[src/rtl/vend_pkg.sv]
// Shared types and constants for the vending sequencer: FSM states, coin values, credit width.
package vend_pkg;

  localparam int unsigned CREDIT_W    = 4;
  localparam int unsigned NICKLE_VAL  = 1;
  localparam int unsigned DIME_VAL    = 2;
  localparam int unsigned QUARTER_VAL = 5;

  typedef enum logic [1:0] {
    IDLE   = 2'd0,
    VEND   = 2'd1,
    CHANGE = 2'd2,
    FAULT  = 2'd3
  } state_t;

endpackage

[src/rtl/vend_timer.sv]
// Acknowledge watchdog: counts cycles while enabled, restarts on clear and flags
// expiry once the wait has spanned ACK_TIMEOUT cycles.
module vend_timer #(
  parameter int unsigned ACK_TIMEOUT = 1000
) (
  input  logic i_clk,
  input  logic i_rst,
  input  logic i_clear,
  input  logic i_enable,
  output logic o_expired
);

  localparam int unsigned CNT_W = (ACK_TIMEOUT > 1) ? $clog2(ACK_TIMEOUT) : 1;
  localparam logic [CNT_W-1:0] LAST = CNT_W'(ACK_TIMEOUT - 1);

  logic [CNT_W-1:0] r_cnt;
  logic [CNT_W-1:0] w_cnt_nxt;
  logic             r_expired;

  // Saturating count; expiry is raised as the count lands on the last wait cycle
  always_comb begin
    w_cnt_nxt = r_cnt;
    if (i_clear) begin
      w_cnt_nxt = '0;
    end else if (i_enable && (r_cnt != LAST)) begin
      w_cnt_nxt = r_cnt + CNT_W'(1);
    end
  end

  always_ff @(posedge i_clk) begin
    if (i_rst) begin
      r_cnt     <= '0;
      r_expired <= 1'b0;
    end else begin
      r_cnt     <= w_cnt_nxt;
      r_expired <= (w_cnt_nxt == LAST);
    end
  end

  assign o_expired = r_expired;

endmodule

[src/rtl/vend_sequencer.sv]
// Soda vending sequencer: coin crediting, dispense handshake, nickel change payout, ack timeout.
// Optional VEND_REFUND_EN enables the refund request path in IDLE.
module vend_sequencer
  import vend_pkg::*;
#(
  parameter int unsigned PRICE       = 4,
  parameter int unsigned ACK_TIMEOUT = 1000
) (
  input  logic                i_clk,
  input  logic                i_rst,
  input  logic                i_nickle,
  input  logic                i_dime,
  input  logic                i_quarter,
  input  logic                i_refund,
  input  logic                i_soda_ack,
  input  logic                i_nickle_ack,
  output logic                o_soda_req,
  output logic                o_nickle_req,
  output logic [CREDIT_W-1:0] o_credit,
  output logic                o_busy,
  output logic                o_reject,
  output logic                o_vend_done,
  output logic                o_fault
);

  localparam logic [CREDIT_W-1:0] PRICE_C = CREDIT_W'(PRICE);

  state_t              r_state, w_state_nxt;
  logic [CREDIT_W-1:0] r_credit, w_credit_nxt;
  logic [CREDIT_W-1:0] r_change, w_change_nxt;
  logic                r_soda_req, r_nickle_req, r_busy, r_reject, r_vend_done, r_fault;
  logic                w_reject_nxt, w_vend_done_nxt, w_fault_nxt;
  logic                w_coin_any, w_coin_multi;
  logic [CREDIT_W-1:0] w_coin_val, w_sum;
  logic                w_tmr_clear, w_tmr_enable, w_tmr_expired;

`ifdef VEND_REFUND_EN
  logic r_refund_pend, w_refund_pend_nxt, w_refund_req;
  assign w_refund_req = i_refund | r_refund_pend;
`else
  logic w_unused_refund;
  assign w_unused_refund = i_refund;
`endif

  // Only the highest-value coin of a simultaneous group is credited
  always_comb begin
    w_coin_val = '0;
    if (i_quarter) begin
      w_coin_val = CREDIT_W'(QUARTER_VAL);
    end else if (i_dime) begin
      w_coin_val = CREDIT_W'(DIME_VAL);
    end else if (i_nickle) begin
      w_coin_val = CREDIT_W'(NICKLE_VAL);
    end
  end

  assign w_coin_any   = i_nickle | i_dime | i_quarter;
  assign w_coin_multi = (i_nickle & i_dime) | (i_nickle & i_quarter) | (i_dime & i_quarter);
  assign w_sum        = r_credit + w_coin_val;
  assign w_tmr_enable = (r_state == VEND) || (r_state == CHANGE);

  vend_timer #(
    .ACK_TIMEOUT (ACK_TIMEOUT)
  ) u_timer (
    .i_clk     (i_clk),
    .i_rst     (i_rst),
    .i_clear   (w_tmr_clear),
    .i_enable  (w_tmr_enable),
    .o_expired (w_tmr_expired)
  );

  always_comb begin
    w_state_nxt     = r_state;
    w_credit_nxt    = r_credit;
    w_change_nxt    = r_change;
    w_reject_nxt    = 1'b0;
    w_vend_done_nxt = 1'b0;
    w_fault_nxt     = r_fault;
    w_tmr_clear     = 1'b0;
`ifdef VEND_REFUND_EN
    w_refund_pend_nxt = 1'b0;
`endif

    case (r_state)
      IDLE: begin
        w_tmr_clear = 1'b1;
        if (w_coin_any) begin
          w_credit_nxt = w_sum;
          w_reject_nxt = w_coin_multi;
          if (w_sum >= PRICE_C) begin
            w_state_nxt = VEND;
          end
`ifdef VEND_REFUND_EN
          else begin
            // Coin wins this cycle; the refund of the new total follows next cycle
            w_refund_pend_nxt = w_refund_req;
          end
`endif
        end
`ifdef VEND_REFUND_EN
        else if (w_refund_req && (r_credit != '0)) begin
          w_change_nxt = r_credit;
          w_credit_nxt = '0;
          w_state_nxt  = CHANGE;
        end
`endif
      end

      VEND: begin
        w_reject_nxt = w_coin_any;
        if (i_soda_ack) begin
          w_tmr_clear  = 1'b1;
          w_change_nxt = r_credit - PRICE_C;
          w_credit_nxt = '0;
          if (r_credit == PRICE_C) begin
            w_state_nxt     = IDLE;
            w_vend_done_nxt = 1'b1;
          end else begin
            w_state_nxt = CHANGE;
          end
        end else if (w_tmr_expired) begin
          w_state_nxt = FAULT;
          w_fault_nxt = 1'b1;
        end
      end

      CHANGE: begin
        w_reject_nxt = w_coin_any;
        if (i_nickle_ack) begin
          w_tmr_clear  = 1'b1;
          w_change_nxt = r_change - CREDIT_W'(1);
          if (r_change <= CREDIT_W'(1)) begin
            w_state_nxt     = IDLE;
            w_vend_done_nxt = 1'b1;
          end
        end else if (w_tmr_expired) begin
          w_state_nxt = FAULT;
          w_fault_nxt = 1'b1;
        end
      end

      FAULT: begin
        w_reject_nxt = w_coin_any;
      end

      default: begin
        w_state_nxt = IDLE;
      end
    endcase
  end

  always_ff @(posedge i_clk) begin
    if (i_rst) begin
      r_state      <= IDLE;
      r_credit     <= '0;
      r_change     <= '0;
      r_soda_req   <= 1'b0;
      r_nickle_req <= 1'b0;
      r_busy       <= 1'b0;
      r_reject     <= 1'b0;
      r_vend_done  <= 1'b0;
      r_fault      <= 1'b0;
    end else begin
      r_state      <= w_state_nxt;
      r_credit     <= w_credit_nxt;
      r_change     <= w_change_nxt;
      r_soda_req   <= (w_state_nxt == VEND);
      r_nickle_req <= (w_state_nxt == CHANGE);
      r_busy       <= (w_state_nxt != IDLE);
      r_reject     <= w_reject_nxt;
      r_vend_done  <= w_vend_done_nxt;
      r_fault      <= w_fault_nxt;
    end
  end

`ifdef VEND_REFUND_EN
  always_ff @(posedge i_clk) begin
    if (i_rst) begin
      r_refund_pend <= 1'b0;
    end else begin
      r_refund_pend <= w_refund_pend_nxt;
    end
  end
`endif

  assign o_soda_req   = r_soda_req;
  assign o_nickle_req = r_nickle_req;
  assign o_credit     = r_credit;
  assign o_busy       = r_busy;
  assign o_reject     = r_reject;
  assign o_vend_done  = r_vend_done;
  assign o_fault      = r_fault;

endmodule

[config.mk]
export PLATFORM = sky130hd
export DESIGN_NAME = vend_sequencer
export DESIGN_NICKNAME = d
export VERILOG_FILES = /design/src/rtl/vend_pkg.sv /design/src/rtl/vend_timer.sv /design/src/rtl/vend_sequencer.sv
export SDC_FILE = /design/constraint.sdc
export NUM_CORES = 1
export LEC_CHECK = 0
export CORE_MARGIN = 5
export CORE_UTILIZATION = 45
export CTS_CLUSTER_DIAMETER = 150
export DETAILED_ROUTE_END_ITERATION = 12
export PLACE_DENSITY = 0.64
export SYNTH_ARGS = -nofsm -noshare
export SYNTH_HDL_FRONTEND = slang
export SYNTH_SLANG_ARGS = --single-unit
[constraint.sdc]
create_clock -name i_clk -period 3.3 [get_ports i_clk]
set_input_delay 0.66 -clock i_clk [delete_from_list [all_inputs] [get_ports i_clk]]
set_output_delay 0.66 -clock i_clk [all_outputs]
set_load 0.02 [all_outputs]
### Yosys cells after proc, flatten, opt, wreduce, memory -nomap -nowiden

Cells that the tools add are included.

* $add $sub $neg: 4
* order comparisons: 2
* equal/unequal tests: 13
* multiplexer cells: 33
* bitwise operators: 7
* reductions and logical operators: 10

Operators with widths (number)
* $mux 10: 2
* $mux 2: 8
* $mux 4: 4
* $pmux 4 s2: 2
* $mux 1: 11
* $add 10x1->10 const B: 1
* $eq 10x10->1 const B: 1
* $ne 10x10->1 const B: 1
* $ne 2x2->1 const B: 5
* $reduce_and 3->1: 3
* $eq 2x2->1 const B: 3
* $pmux 1 s2: 3
* $pmux 2 s3: 1
* $reduce_bool 2->1: 3
* $add 4x4->4: 1
* $eq 2x1->1 const B: 2
* $eq 4x3->1 const B: 1
* $ge 4x3->1 const B: 1
* $le 4x1->1 const B: 1
* $or 1x1->1: 4
* $sub 4x1->4 const B: 1
* $sub 4x3->4 const B: 1
* $and 1x1->1: 3
* $mux 3: 1
* other kinds (5): 5

* bits in registers: 27
* bits of input ports: 8
* output and inout port bits: 10
* logic and storage cells: 80

### Depth between registers and ports, before layout

* word-level depth: 9
* gate-level depth with buffers: 10

### By module

A second synthesis with hierarchy kept.

* cells, all modules: 197
* area total of the unflattened synthesis: 1715.4 µm²

By module, submodules not included
* vend_sequencer: instances 1, cells each 128, area each 1069.8 µm², sequential area each 320.3 µm²
* vend_timer: instances 1, cells each 69, area each 645.6 µm², sequential area each 220.2 µm²

### Least setup slack after synthesis

Ideal clock, no wire load.

* path kind: input -> register
* start point: input port i_dime
* end point: register r_nickle_req, in the netlist o_nickle_req
* arrival: 2.389 ns
* setup slack: 0.796 ns
* cell stages on the path: 10
* path buffers: 0
* cell sequence: inv_1 -> a21o_1 -> ha_1 -> inv_1 -> fa_1 -> xnor2_1 -> nor2_1 -> a2111oi_4 -> o221ai_1 -> and2_1

* longest elaborated chain between the ends: 8
* elaborated cells between the ends (all ways): 10

Ends and longest elaborated chain
* start: declaration: line vend_sequencer.sv:12 `input logic i_dime,`
* $mux 2: line vend_sequencer.sv:50 `end else if (i_dime) begin`
* $mux 3: line vend_sequencer.sv:48 `if (i_quarter) begin`
* $add 4x4->4: line vend_sequencer.sv:59 `assign w_sum = r_credit + w_coin_val;`
* $ge 4x3->1: line vend_sequencer.sv:90 `if (w_sum >= PRICE_C) begin`
* $mux 2: line vend_sequencer.sv:90
* $mux 2 *: line vend_sequencer.sv:87 `if (w_coin_any) begin`
* $pmux 2 s3 *: line vend_sequencer.sv:84 `case (r_state)`
* $eq 2x2->1 *: line vend_sequencer.sv:168 `r_nickle_req <= (w_state_nxt == CHANGE);`
* end signal: assignment: line vend_sequencer.sv:168
* end: declaration: line vend_sequencer.sv:31 `logic r_soda_req, r_nickle_req, r_busy, r_reject, r_vend_done, r_fault;`

Mark *: on every way between the ends. The rest lies on a longest branch, timed or not.
A chain may end at the register's enable or synchronous reset.

### Final worst setup path

* start point: input port i_quarter
* end point: register r_nickle_req, in the netlist o_nickle_req

* longest elaborated chain between the ends: 7
* elaborated cells between the ends (all ways): 8

Ends and longest elaborated chain
* start: declaration: line vend_sequencer.sv:13 `input logic i_quarter,`
* $mux 3: line vend_sequencer.sv:48
* $add 4x4->4: line vend_sequencer.sv:59
* $ge 4x3->1: line vend_sequencer.sv:90
* $mux 2: line vend_sequencer.sv:90
* $mux 2 *: line vend_sequencer.sv:87
* $pmux 2 s3 *: line vend_sequencer.sv:84
* $eq 2x2->1 *: line vend_sequencer.sv:168

Marked as above.

==> impl_metrics.env <==
export IMPL_finalMaxSlewViolations=0
export IMPL_ys_seq_elements=27
export IMPL_drtPass1Iterations=4
export IMPL_critPathLaunch="i_quarter"
export IMPL_ff2ff_setup_slack_ns=0.92
export IMPL_syn_nets=230
export IMPL_register_area_um2=541
export IMPL_io_buffers=16
export IMPL_utilization_pct=53.5
export IMPL_dieHeight_um=72.5
export IMPL_swShare_pct=41.9
export IMPL_die_w_um=72.5
export IMPL_hold_viol=0
export IMPL_outcome="finished clean"
export IMPL_h_tree_depth=1
export IMPL_clkLatencyLatePin_ns=0.28
export IMPL_fin_setup_tns_ns=0
export IMPL_arrival_ns=3.08
export IMPL_p_sw_mw=0.576
export IMPL_grt_pass1_wl_mm=6.73
export IMPL_rsz0062_at_grt="no"
export IMPL_required_ns=3.48
export IMPL_p_int_mw=0.799
export IMPL_gp_congestion=0.794
export IMPL_cp_end_kind="register"
export IMPL_synth_area_leaders="dfxtp_1 31%, ha_1 8.5%, nor2_1 5.5%"
export IMPL_fin_hold_ws_ns=0.486
export IMPL_slowest_delay_ns=0.53
export IMPL_clkPwrFrac_pct=14.1
export IMPL_skew_ns=0.00305
export IMPL_wirelength_mm=3.80
export IMPL_cp_cell_sequence="clkdlybuf4s50_1, a21o_1, ha_1, inv_1, fa_1, xnor2_1, nor2_1, a2111oi_4, o221ai_1, and2_1"
export IMPL_pwr_density_cell_nw_per_um2=691
export IMPL_worstPathBufferInverterCount=2
export IMPL_postSynthCellCount=209
export IMPL_final_cell_area_um2=1990
export IMPL_cts_buffers=3
export IMPL_synth_top_family_by_area="simple AND/OR/NAND/NOR gates"
export IMPL_gr_usage_met3_pct=2.49
export IMPL_crit_slowest_cell="clkdlybuf4s50_1"
export IMPL_num_nets_final=247
export IMPL_placed_cells=269
export IMPL_gr_usage_met1_pct=17.7
export IMPL_holdCritPathClass="reg2reg"
export IMPL_synth_compound_area_share_pct=19.4
export IMPL_total_leakage_power_nw=0.717
export IMPL_synth_top_cell_area_share_pct=30.7
export IMPL_drtIter0Drc=48
export IMPL_power_mw=1.37
export IMPL_postCtsSetupRepairBufs=0
export IMPL_synth_distinct_cells=50
export IMPL_hpwl_mm=2.87
export IMPL_tightest_slew_ns=0.513
export IMPL_io_pins=18
export IMPL_core_area_um2=3720
export IMPL_yosysWarningCount=0
export IMPL_synth_mux_area_share_pct=0.569
export IMPL_synth_commonest_cells="27 x dfxtp_1, 26 x nor2_1, 17 x a21oi_1, 13 x inv_1, 13 x nand2_1"
export IMPL_drc=0
export IMPL_yosysMostFrequentCell="dfxtp_1"
export IMPL_clk_pin_slew_worst_paths_ns=0.09
export IMPL_synth_edff_count=0
export IMPL_ctsHoldBuffers=0
export IMPL_min_delay_start="o_fault$_SDFFE_PP0P_"
export IMPL_r2r_start="o_credit[0]$_SDFFE_PP0P_"
export IMPL_instances_no_fill=273
export IMPL_slew_headroom_pct=65.7
export IMPL_cts_repair_resized=0
export IMPL_r2r_end="o_nickle_req$_SDFF_PP0_"
export IMPL_grt_overflow=0
export IMPL_grt_pass1_vias=1598
export IMPL_grtUsageTotal_pct=15.8
export IMPL_multiInputGateArea_um2=1100
export IMPL_synthAdderAreaFrac_pct=9.67
export IMPL_final_critical_path_setup_slack_ns=0.394
export IMPL_cp_max_fo=4
export IMPL_yosysTopAreaCell="dfxtp_1"
export IMPL_grtUsageMet2_pct=28.4
export IMPL_clock_fmax_mhz=344
export IMPL_ys_seq_area_share_pct=30.7
export IMPL_grt_antenna_before_repair=0
export IMPL_syn_area_um2=1760
export IMPL_cts_num_sinks=27
export IMPL_grt_max_degree=16
export IMPL_initial_core_util_pct=47.4
export IMPL_synth_simple_area_share_pct=28.1
export IMPL_reg2reg_depth=8
export IMPL_clockBufferDepth=2
export IMPL_pre_cts_ws_ns=0.130
export IMPL_cts_tree="yes"
export IMPL_vias_per_cell=5.66
export IMPL_via_count=1545
export IMPL_rows=22
export IMPL_irDropWorstVdd_mv=0.221
export IMPL_setup_viol=0
export IMPL_drv_cap=0
export IMPL_busiest_layer="met2"
export IMPL_dieArea_um2=5260
export IMPL_ys_async_sr_fraction_pct=0
export IMPL_min_to="o_fault$_SDFFE_PP0P_"
export IMPL_synth_xor_area_share_pct=4.98
export IMPL_diodes=0
export IMPL_post_route_min_period_ns=2.91
export IMPL_root_buffer="clkbuf_8"
export IMPL_worst_setup_path_start_kind="input port"
export IMPL_antenna_left=0
export IMPL_detail_route_wl_per_cell_um=13.9
export IMPL_path_delay_family="compound AO/OA/AOI/OAI gates"
export IMPL_combinationalPowerShare_pct=53.1
export IMPL_place_area_um2=1940
export IMPL_nFillCells=360
export IMPL_seq_power_share_pct=32.8
export IMPL_ys_flop_type="dfxtp_1"
export IMPL_whs_path_depth=2
export IMPL_layout_drive_gt1_share_pct=8.89
export IMPL_worstSetupPathType="in2reg"
export IMPL_avgSynthCellArea_um2=8.42
export IMPL_area_delta_synth_final_pct=13.0
export IMPL_fin_crit_sh_pct=88.0
==> tightest hold or removal path, cell delays in order, from the launching register on <==
cell     delay [ns]
dfxtp_1        0.35
a31oi_1        0.05
nor2_1         0.07
==> registers in the layout, indices dropped and copies added (netlist names) <==
name / count
o_busy: 1
o_credit: 4
o_fault: 1
o_nickle_req: 1
o_reject: 1
o_soda_req: 1
o_vend_done: 1
r_change: 4
r_state: 2
u_timer.o_expired: 1
u_timer.r_cnt: 10
==> layout make-up <==
class                   count  share of cell area, %
multi-input cells         161                   55.5
flip-flops and latches     27                   27.2
repair buffers             20                   9.56
well taps                  48                   3.02
inverters                  13                   2.45
clock buffers               4                   2.26
==> power by group through the flow <==
| stage | sequential [mW] | clock, mW | combinational (mW) |
|---|---|---|---|
| global route | 0.462 | 0.216 | 0.816 |
| global placement | 0.455 | 0 | 0.710 |
| finish | 0.451 | 0.193 | 0.730 |
| detailed placement | 0.460 | 0 | 0.725 |
| CTS | 0.452 | 0.205 | 0.731 |
| floorplan | 0.482 | 0 | 0.532 |
==> routing by layer <==
metal	wire length (um)	part of all wire, %
met5	0	0
met4	114	3.0
met3	120	3.2
met2	1950	51
met1	1620	43
==> placed cells by master (no fill, tap or decap), types with 4 or more instances in the layout <==
| cell | Yosys | layout |
|---|---|---|
| or3_1 | 4 | 4 |
| o21ai_0 | 6 | 6 |
| xnor2_1 | 8 | 8 |
| dfxtp_1 | 27 | 27 |
| a21oi_1 | 17 | 17 |
| inv_1 | 13 | 13 |
| ha_1 | 12 | 12 |
| nand2b_1 | 6 | 6 |
| nor3_1 | 7 | 7 |
| nand2_1 | 13 | 13 |
| clkdlybuf4s50_1 | 0 | 16 |
| nor2_1 | 26 | 26 |
| buf_4 | 1 | 4 |
| nor3b_1 | 5 | 5 |
| nor2b_1 | 4 | 4 |
==> logic make-up after synthesis <==
family,Yosys count
and+or+nand+nor,88
AOI/OAI and AO/OA,49
DFF,27
buffers and inverters,21
adders and majority gates,13
xor gates and xnor gates,10
muxes,1
==> worst max path at each step <==
stage,endpoint,slack (ns),cells after the start
after floorplan,o_nickle_req$_SDFF_PP0_,0.80,10
after global placement,o_nickle_req$_SDFF_PP0_,0.15,10
after detailed placement,o_nickle_req$_SDFF_PP0_,0.13,10
after CTS,o_soda_req$_SDFF_PP0_,0.41,10
after global routing,o_nickle_req$_SDFF_PP0_,0.23,10
final,o_nickle_req$_SDFF_PP0_,0.39,10
Power figures use the tool's default switching activity.
